## config.mk

```make
export PLATFORM = sky130hd
export DESIGN_NAME = kodon_paketleyici_flat
export DESIGN_NICKNAME = d
export VERILOG_FILES = /design/src/rtl/kodon_pkg.sv /design/src/rtl/kodon_paketleyici_if.sv /design/src/rtl/kodon_pencere.sv /design/src/rtl/kodon_paketleyici.sv /design/src/flat_wrapper.sv
export SDC_FILE = /design/constraint.sdc
export NUM_CORES = 1
export LEC_CHECK = 0
export CAP_MARGIN = 20
export CORE_ASPECT_RATIO = 1.1
export CORE_MARGIN = 4
export CORE_UTILIZATION = 55
export DETAILED_ROUTE_END_ITERATION = 10
export GPL_TIMING_DRIVEN = 0
export PLACE_DENSITY = 0.89
export RECOVER_POWER = 100
export SETUP_SLACK_MARGIN = 0.02
export SLEW_MARGIN = 20
export SYNTH_ARGS = -nofsm -noshare
export SYNTH_HDL_FRONTEND = slang
export SYNTH_SLANG_ARGS = --single-unit
export TNS_END_PERCENT = 100
```

## constraint.sdc

```tcl
create_clock -name clk -period 2.5 [get_ports clk]
set_input_delay 0.5 -clock clk [delete_from_list [all_inputs] [get_ports clk]]
set_output_delay 0.5 -clock clk [all_outputs]
set_load 0.02 [all_outputs]
```

## src/rtl/kodon_pkg.sv

```systemverilog
// Shared codon constants and stop-codon detection for the packer and the scoring stage.
package kodon_pkg;

    typedef enum logic [1:0] {
        BAZ_A = 2'b00,
        BAZ_T = 2'b01,
        BAZ_G = 2'b10,
        BAZ_C = 2'b11
    } baz_e;

    localparam logic [5:0] KODON_BASLA   = {BAZ_A, BAZ_T, BAZ_G};
    localparam logic [5:0] KODON_DUR_TAA = {BAZ_T, BAZ_A, BAZ_A};
    localparam logic [5:0] KODON_DUR_TAG = {BAZ_T, BAZ_A, BAZ_G};
    localparam logic [5:0] KODON_DUR_TGA = {BAZ_T, BAZ_G, BAZ_A};

    localparam logic [0:0] ARAMA   = 1'b0;
    localparam logic [0:0] KILITLI = 1'b1;

    function automatic logic dur_mu(input logic [5:0] kodon);
        return (kodon == KODON_DUR_TAA) || (kodon == KODON_DUR_TAG) ||
               (kodon == KODON_DUR_TGA);
    endfunction

endpackage

```

## src/rtl/kodon_paketleyici_if.sv

```systemverilog
// Nucleotide-in / codon-out handshake bundle; slave is the packer, master the surroundings.
interface kodon_paketleyici_if;
    import kodon_pkg::*;

    logic [1:0]  nuk1;
    logic [1:0]  nuk2;
    logic        nuk_valid;
    logic        nuk_son;
    logic        nuk_ready;
    logic [5:0]  kodon1;
    logic [5:0]  kodon2;
    logic        kodon_valid;
    logic        kodon_ready;
    logic        cerceve_kilit;
    logic [15:0] arama_vurus;

    modport master (
        output nuk1, nuk2, nuk_valid, nuk_son, kodon_ready,
        input  nuk_ready, kodon1, kodon2, kodon_valid, cerceve_kilit, arama_vurus
    );

    modport slave (
        input  nuk1, nuk2, nuk_valid, nuk_son, kodon_ready,
        output nuk_ready, kodon1, kodon2, kodon_valid, cerceve_kilit, arama_vurus
    );

endinterface

```

## src/rtl/kodon_pencere.sv

```systemverilog
// Three-base shift window with a shared fill/phase counter; latency 0 (next-window view), no backpressure.
module kodon_pencere
    import kodon_pkg::*;
(
    input  logic       clk,
    input  logic       rst_n,
    input  logic       kaydir_i,
    input  logic       kilitli_i,
    input  logic       temizle_i,
    input  logic [1:0] nuk_i,
    output logic [5:0] pencere_d_o,
    output logic       tamam_o
);

    logic [5:0] pencere_q, pencere_d;
    logic [1:0] sayim_q, sayim_d;
    logic       tamam;

    // One counter serves both modes: fill (saturating at 3) while searching, phase 0..2 while locked.
    always_comb begin
        pencere_d = pencere_q;
        sayim_d   = sayim_q;
        tamam     = 1'b0;
        if (kaydir_i) begin
            pencere_d = {pencere_q[3:0], nuk_i};
            if (kilitli_i) begin
                tamam   = (sayim_q == 2'd2);
                sayim_d = tamam ? 2'd0 : sayim_q + 2'd1;
            end else begin
                tamam   = (sayim_q >= 2'd2);
                sayim_d = (sayim_q == 2'd3) ? 2'd3 : sayim_q + 2'd1;
            end
            if (temizle_i) begin
                sayim_d = 2'd0;
            end
        end
    end

    always_ff @(posedge clk) begin
        if (!rst_n) begin
            pencere_q <= '0;
            sayim_q   <= '0;
        end else begin
            pencere_q <= pencere_d;
            sayim_q   <= sayim_d;
        end
    end

    assign pencere_d_o = pencere_d;
    assign tamam_o     = tamam;

endmodule

```

## src/rtl/kodon_paketleyici.sv

```systemverilog
// Finds the ATG frame on stream 1 and packs both streams into codon pairs; latency 1 beat-to-pair.
// Backpressure: a held, unconsumed pair deasserts nuk_ready until kodon_ready.
module kodon_paketleyici
    import kodon_pkg::*;
#(
    parameter int MAX_KODON = 1001,
    parameter int SAYAC_W   = 10
) (
    input logic               clk,
    input logic               rst_n,
    kodon_paketleyici_if.slave bus
);

    logic [0:0]         durum_q, durum_d;
    logic [SAYAC_W-1:0] sayac_q, sayac_d, sayac_yeni;
    logic [15:0]        vurus_q, vurus_d;
    logic [5:0]         kodon1_q, kodon1_d, kodon2_q, kodon2_d;
    logic               valid_q, valid_d;
    logic               kabul, yayin, temizle, kilitli;
    logic [5:0]         p1_d, p2_d;
    logic               tamam1, tamam2;

    assign bus.nuk_ready = rst_n && (!valid_q || bus.kodon_ready);
    assign kabul         = bus.nuk_valid && bus.nuk_ready;
    assign kilitli       = (durum_q == KILITLI);

    kodon_pencere u_pencere1 (
        .clk        (clk),
        .rst_n      (rst_n),
        .kaydir_i   (kabul),
        .kilitli_i  (kilitli),
        .temizle_i  (temizle),
        .nuk_i      (bus.nuk1),
        .pencere_d_o(p1_d),
        .tamam_o    (tamam1)
    );

    kodon_pencere u_pencere2 (
        .clk        (clk),
        .rst_n      (rst_n),
        .kaydir_i   (kabul),
        .kilitli_i  (kilitli),
        .temizle_i  (temizle),
        .nuk_i      (bus.nuk2),
        .pencere_d_o(p2_d),
        .tamam_o    (tamam2)
    );

    always_comb begin
        durum_d    = durum_q;
        sayac_d    = sayac_q;
        vurus_d    = vurus_q;
        kodon1_d   = kodon1_q;
        kodon2_d   = kodon2_q;
        valid_d    = valid_q && !bus.kodon_ready;
        yayin      = 1'b0;
        temizle    = 1'b0;
        sayac_yeni = sayac_q + 1'b1;
        if (kabul) begin
            if (durum_q == ARAMA) begin
                if (vurus_q != 16'hFFFF) begin
                    vurus_d = vurus_q + 16'd1;
                end
                if (tamam1 && tamam2 && (p1_d == KODON_BASLA)) begin
                    yayin      = 1'b1;
                    sayac_yeni = SAYAC_W'(1);
                    durum_d    = KILITLI;
                end
            end else if (tamam1 && tamam2) begin
                yayin = 1'b1;
                if (dur_mu(p1_d)) begin
                    durum_d = ARAMA;
                end
            end
            if (yayin) begin
                kodon1_d = p1_d;
                kodon2_d = p2_d;
                valid_d  = 1'b1;
                temizle  = 1'b1;
                sayac_d  = sayac_yeni;
                if (sayac_yeni == SAYAC_W'(MAX_KODON)) begin
                    durum_d = ARAMA;
                end
            end
            // End of sequence wins over everything else; any partial codon is dropped.
            if (bus.nuk_son) begin
                durum_d = ARAMA;
                temizle = 1'b1;
            end
        end
    end

    always_ff @(posedge clk) begin
        if (!rst_n) begin
            durum_q  <= ARAMA;
            sayac_q  <= '0;
            vurus_q  <= '0;
            kodon1_q <= '0;
            kodon2_q <= '0;
            valid_q  <= 1'b0;
        end else begin
            durum_q  <= durum_d;
            sayac_q  <= sayac_d;
            vurus_q  <= vurus_d;
            kodon1_q <= kodon1_d;
            kodon2_q <= kodon2_d;
            valid_q  <= valid_d;
        end
    end

    assign bus.kodon1        = kodon1_q;
    assign bus.kodon2        = kodon2_q;
    assign bus.kodon_valid   = valid_q;
    assign bus.cerceve_kilit = kilitli;
    assign bus.arama_vurus   = vurus_q;

endmodule
```

## src/flat_wrapper.sv

```systemverilog
// flat-port wrapper written by rule: the top's interface ports become plain ports
module kodon_paketleyici_flat import kodon_pkg::*;
#(
    parameter int MAX_KODON = 1001,
    parameter int SAYAC_W   = 10
)
  (clk, rst_n, bus_nuk1, bus_nuk2, bus_nuk_valid, bus_nuk_son, bus_kodon_ready, bus_nuk_ready, bus_kodon1, bus_kodon2, bus_kodon_valid, bus_cerceve_kilit, bus_arama_vurus);
  kodon_paketleyici_if bus_i ();
  input logic clk;
  input logic rst_n;
  input wire logic [$bits(bus_i.nuk1)-1:0] bus_nuk1;
  input wire logic [$bits(bus_i.nuk2)-1:0] bus_nuk2;
  input wire logic [$bits(bus_i.nuk_valid)-1:0] bus_nuk_valid;
  input wire logic [$bits(bus_i.nuk_son)-1:0] bus_nuk_son;
  input wire logic [$bits(bus_i.kodon_ready)-1:0] bus_kodon_ready;
  output wire logic [$bits(bus_i.nuk_ready)-1:0] bus_nuk_ready;
  output wire logic [$bits(bus_i.kodon1)-1:0] bus_kodon1;
  output wire logic [$bits(bus_i.kodon2)-1:0] bus_kodon2;
  output wire logic [$bits(bus_i.kodon_valid)-1:0] bus_kodon_valid;
  output wire logic [$bits(bus_i.cerceve_kilit)-1:0] bus_cerceve_kilit;
  output wire logic [$bits(bus_i.arama_vurus)-1:0] bus_arama_vurus;
  assign bus_i.nuk1 = bus_nuk1;
  assign bus_i.nuk2 = bus_nuk2;
  assign bus_i.nuk_valid = bus_nuk_valid;
  assign bus_i.nuk_son = bus_nuk_son;
  assign bus_i.kodon_ready = bus_kodon_ready;
  assign bus_nuk_ready = bus_i.nuk_ready;
  assign bus_kodon1 = bus_i.kodon1;
  assign bus_kodon2 = bus_i.kodon2;
  assign bus_kodon_valid = bus_i.kodon_valid;
  assign bus_cerceve_kilit = bus_i.cerceve_kilit;
  assign bus_arama_vurus = bus_i.arama_vurus;
  kodon_paketleyici #(.MAX_KODON(MAX_KODON), .SAYAC_W(SAYAC_W)) u_core (.clk(clk), .rst_n(rst_n), .bus(bus_i));
endmodule
```

==> flow_metrics.py <==
metrics = {
    "status": {
        "outcome": "finished, final reports clean",
    },
    "clocking": {
        "clk_pin_slew_ns": 0.10,
        "cts_tree": "done",
        "cts.root.buffer_cell": "clkbuf_8",
        "ctsHoldBuffers": 0,
        "cts.sinks": 56,
        "worstSkewPairLatency_ns": 0.31,
        "cts_buffers": 5,
        "post_cts_resize_count": 10,
        "post-cts-setup-buffer-count": 0,
        "htreeDepth": 2,
        "clockBufferDepth": 2,
    },
    "floorplan": {
        "die-area_um2": 5820,
        "die_w_um": 73.1,
        "fp.dieH_um": 79.6,
        "pin_count": 40,
        "design.core.area_um2": 4410,
        "start_util_pct": 58.1,
        "std_cell_rows": 25,
    },
    "setup_path": {
        "setup.worst_path.class": "primary input to output port",
        "worstPathRequired_ns": 2.00,
        "cpPeakStageDelay_ns": 0.53,
        "crit_buf_inv": 5,
        "cpLargestDelayFamily": "buffers and inverters",
        "r2r_cells": 5,
        "crit_start": "rst_n",
        "ff2ff_setup_slack_ns": 0.40,
        "cp_max_fo": 10,
        "end_kind": "output port",
        "rr_endpoint": "u_core.bus.arama_vurus[4]",
        "crit_arrival_ns": 1.92,
        "critPathSlowestCell": "clkdlybuf4s50_1",
        "crit_chain": "clkdlybuf4s50_1 -> clkbuf_8 -> clkinv_2 -> clkbuf_4 -> nor2_1 -> clkbuf_2",
        "startpoint_type": "primary input",
        "worstReg2RegStart": "u_core.bus.cerceve_kilit",
    },
    "sta": {
        "max_slew_margin_pct": 43.7,
        "worst_slack_ns": 0.0839,
        "tightest_slew_ns": 0.837,
        "skew_ns": 0.00641,
        "final.setup.tns_ns": 0,
        "hold_violations": 0,
        "post-route-period-util_pct": 96.6,
        "holdWs_ns": 0.475,
        "fin_crit_ns": 2.42,
        "grt_setup_unrepaired": "no",
        "max_freq_ghz": 0.414,
        "setup_viol": 0,
        "drv_slew": 0,
    },
    "synthesis": {
        "synth_cells": 287,
        "syn_nets": 298,
        "avgSynthCellArea_um2": 8.93,
        "syn-cell-area_um2": 2560,
        "ys_seq_elements": 56,
        "ys_async_sr_fraction_pct": 0,
        "seq_area_frac_synth_pct": 43.7,
        "synth_cell_type_count": 53,
        "synth_flop_cell": "dfxtp_1",
        "yosysWarnings": 0,
        "synth_edf_count": 0,
    },
    "detailed_routing": {
        "drt_iter0_drc": 158,
        "first_pass_iters": 4,
        "wl_mm": 6.25,
        "num_vias": 2363,
        "vias_per_cell": 6.09,
        "ant_nets": 0,
        "drc": 0,
        "wl_per_cell_um": 16.1,
    },
    "global_route": {
        "grt_pass1_vias": 2333,
        "grt_max_degree": 18,
        "overflow": 0,
        "grtUsageTotal_pct": 23.3,
        "grt_pass1_wl_mm": 10.6,
        "antenna_found_initial": 0,
    },
    "layout": {
        "drive_above_1_share_pct": 5.99,
        "n_fill_cell": 352,
        "fin_nets": 344,
        "finalInstanceArea_um2": 3130,
        "area_growth_pct": 22.3,
        "fin_cells": 388,
        "final_core_util_pct": 71.1,
        "num_antenna_cells": 0,
    },
    "power_and_ir_drop": {
        "netSwitchingFraction_pct": 22.7,
        "total_power_mw": 1.61,
        "p_int_mw": 1.24,
        "power_leakage_nw": 1.27,
        "p_clk_share_pct": 37.3,
        "comb_power_share_pct": 6.2,
        "power_switching_uw": 366,
        "peakVddDrop_v": 0.000472,
        "p_per_area_nw_per_um2": 514,
        "seq_power_share_pct": 56.5,
    },
    "hold_path": {
        "hold_path_depth": 2,
        "hp-class": "flop to flop",
        "whs_endpoint": "u_core.bus.kodon2[2]",
        "min_from": "u_core.bus.kodon2[2]",
    },
    "placement": {
        "portBuffers": 39,
        "post-place-ws_ns": -0.878,
        "dpl.cell_count": 380,
        "place_congestion": 0.828,
        "dpl-instance-area_um2": 3020,
        "dp_hpwl_mm": 4.62,
    },
    "flow_run": {
        "drv_cap": 0,
    },
}
## power by group through the flow
stage	clock [mW]	sequential, mW	combinational (mW)
after floorplan	0	0.932	0.0549
after global placement	0	0.929	0.0962
after detailed placement	0	0.930	0.0995
after CTS	0.617	0.909	0.101
after global routing	0.653	0.911	0.108
final	0.601	0.909	0.0994
## worst max-delay path by stage
stage / end / depth (start not counted)
after global routing: bus_nuk_ready / 6
after floorplan: bus_nuk_ready / 4
after global placement: bus_nuk_ready / 6
final: bus_nuk_ready / 6
after detailed placement: bus_nuk_ready / 6
after CTS: bus_nuk_ready / 6
## worst min-delay path: stages (launching register included)
cell,delay (ns)
dfxtp_1,0.32
nand3_1,0.06
o31ai_1,0.06
## routing by layer
layer | vias to the layer above | share of wire (%) | GRT usage, %
met5 | - | 0 | 0
met1 | 1121 | 43 | 27.4
li1 | 1154 | - | -
met4 | 0 | 2.5 | 12.5
met3 | 14 | 5.1 | 4.66
met2 | 74 | 50 | 39.0
## cell type report
cell class	count	area (µm²)	area share (%)
Inverter	3	12.5	0.399
Sequential cell	56	1120	35.8
Tap cell	54	67.6	2.16
Buffer	14	83.8	2.67
Multi-Input combinational cell	214	1350	43.2
Clock inverter	2	38.8	1.24
Timing Repair Buffer	39	385	12.3
Clock buffer	6	72.6	2.32
## sequential cells by signal, summed over array words and instances (netlist names)
register and flops:
u_core.sayac_q 10, u_core.u_pencere1.sayim_q 2, u_core.u_pencere2.pencere_q 6, u_core.bus.kodon_valid 1
u_core.bus.kodon2 6, u_core.bus.cerceve_kilit 1, u_core.bus.kodon1 6, u_core.bus.arama_vurus 16
u_core.u_pencere2.sayim_q 2, u_core.u_pencere1.pencere_q 6
## layout by cell type (no fill, tap or decap), drive strengths merged, types with 3 or more instances in the layout
cell type,instances
inv,3
nor3,10
nand2,25
nand4,5
a31oi,5
xor2,3
and2,3
clkdlybuf4s50,6
nor2b,3
o211a,3
clkbuf,16
mux2i,17
or3,3
xnor2,7
nand3,20
nor4,5
nor4b,3
dfxtp,56
nor2,33
dlygate4sd3,32
a22o,4
and3,4
buf,5
nand2b,4
a21oi,11
o21ai,5
o31ai,11
## cells by family (layout without fill, tap and decap cells)
| family | Yosys count | after routing | synth area share, % |
|---|---|---|---|
| compound gates | 57 | 57 | 16.0 |
| buf+inv | 17 | 64 | 3.27 |
| mux | 18 | 18 | 7.08 |
| xor+xnor | 10 | 10 | 3.42 |
| simple gates | 127 | 127 | 25.5 |
| flops | 56 | 56 | 43.8 |
| fa+ha+maj | 2 | 2 | 0.976 |
## Yosys cell counts, types with 4 or more instances
library cell   n  share of area (%)
dfxtp_1       56                 44
nor2_1        33                4.8
nand2_1       25                3.7
nand3_1       20                3.9
mux2i_1       17                6.6
a21oi_1       11                2.1
o31ai_1       11                3.2
nor3_1         8                1.6
xnor2_1        7                2.4
clkbuf_1       6               0.88
a31oi_1        5                1.2
nand4_1        5                1.2
nor4_1         5                1.2
o21ai_0        5               0.98
a22o_1         4                1.4
and3_1         4               0.98
nand2b_1       4               0.98
Power figures use the tool's default switching activity.
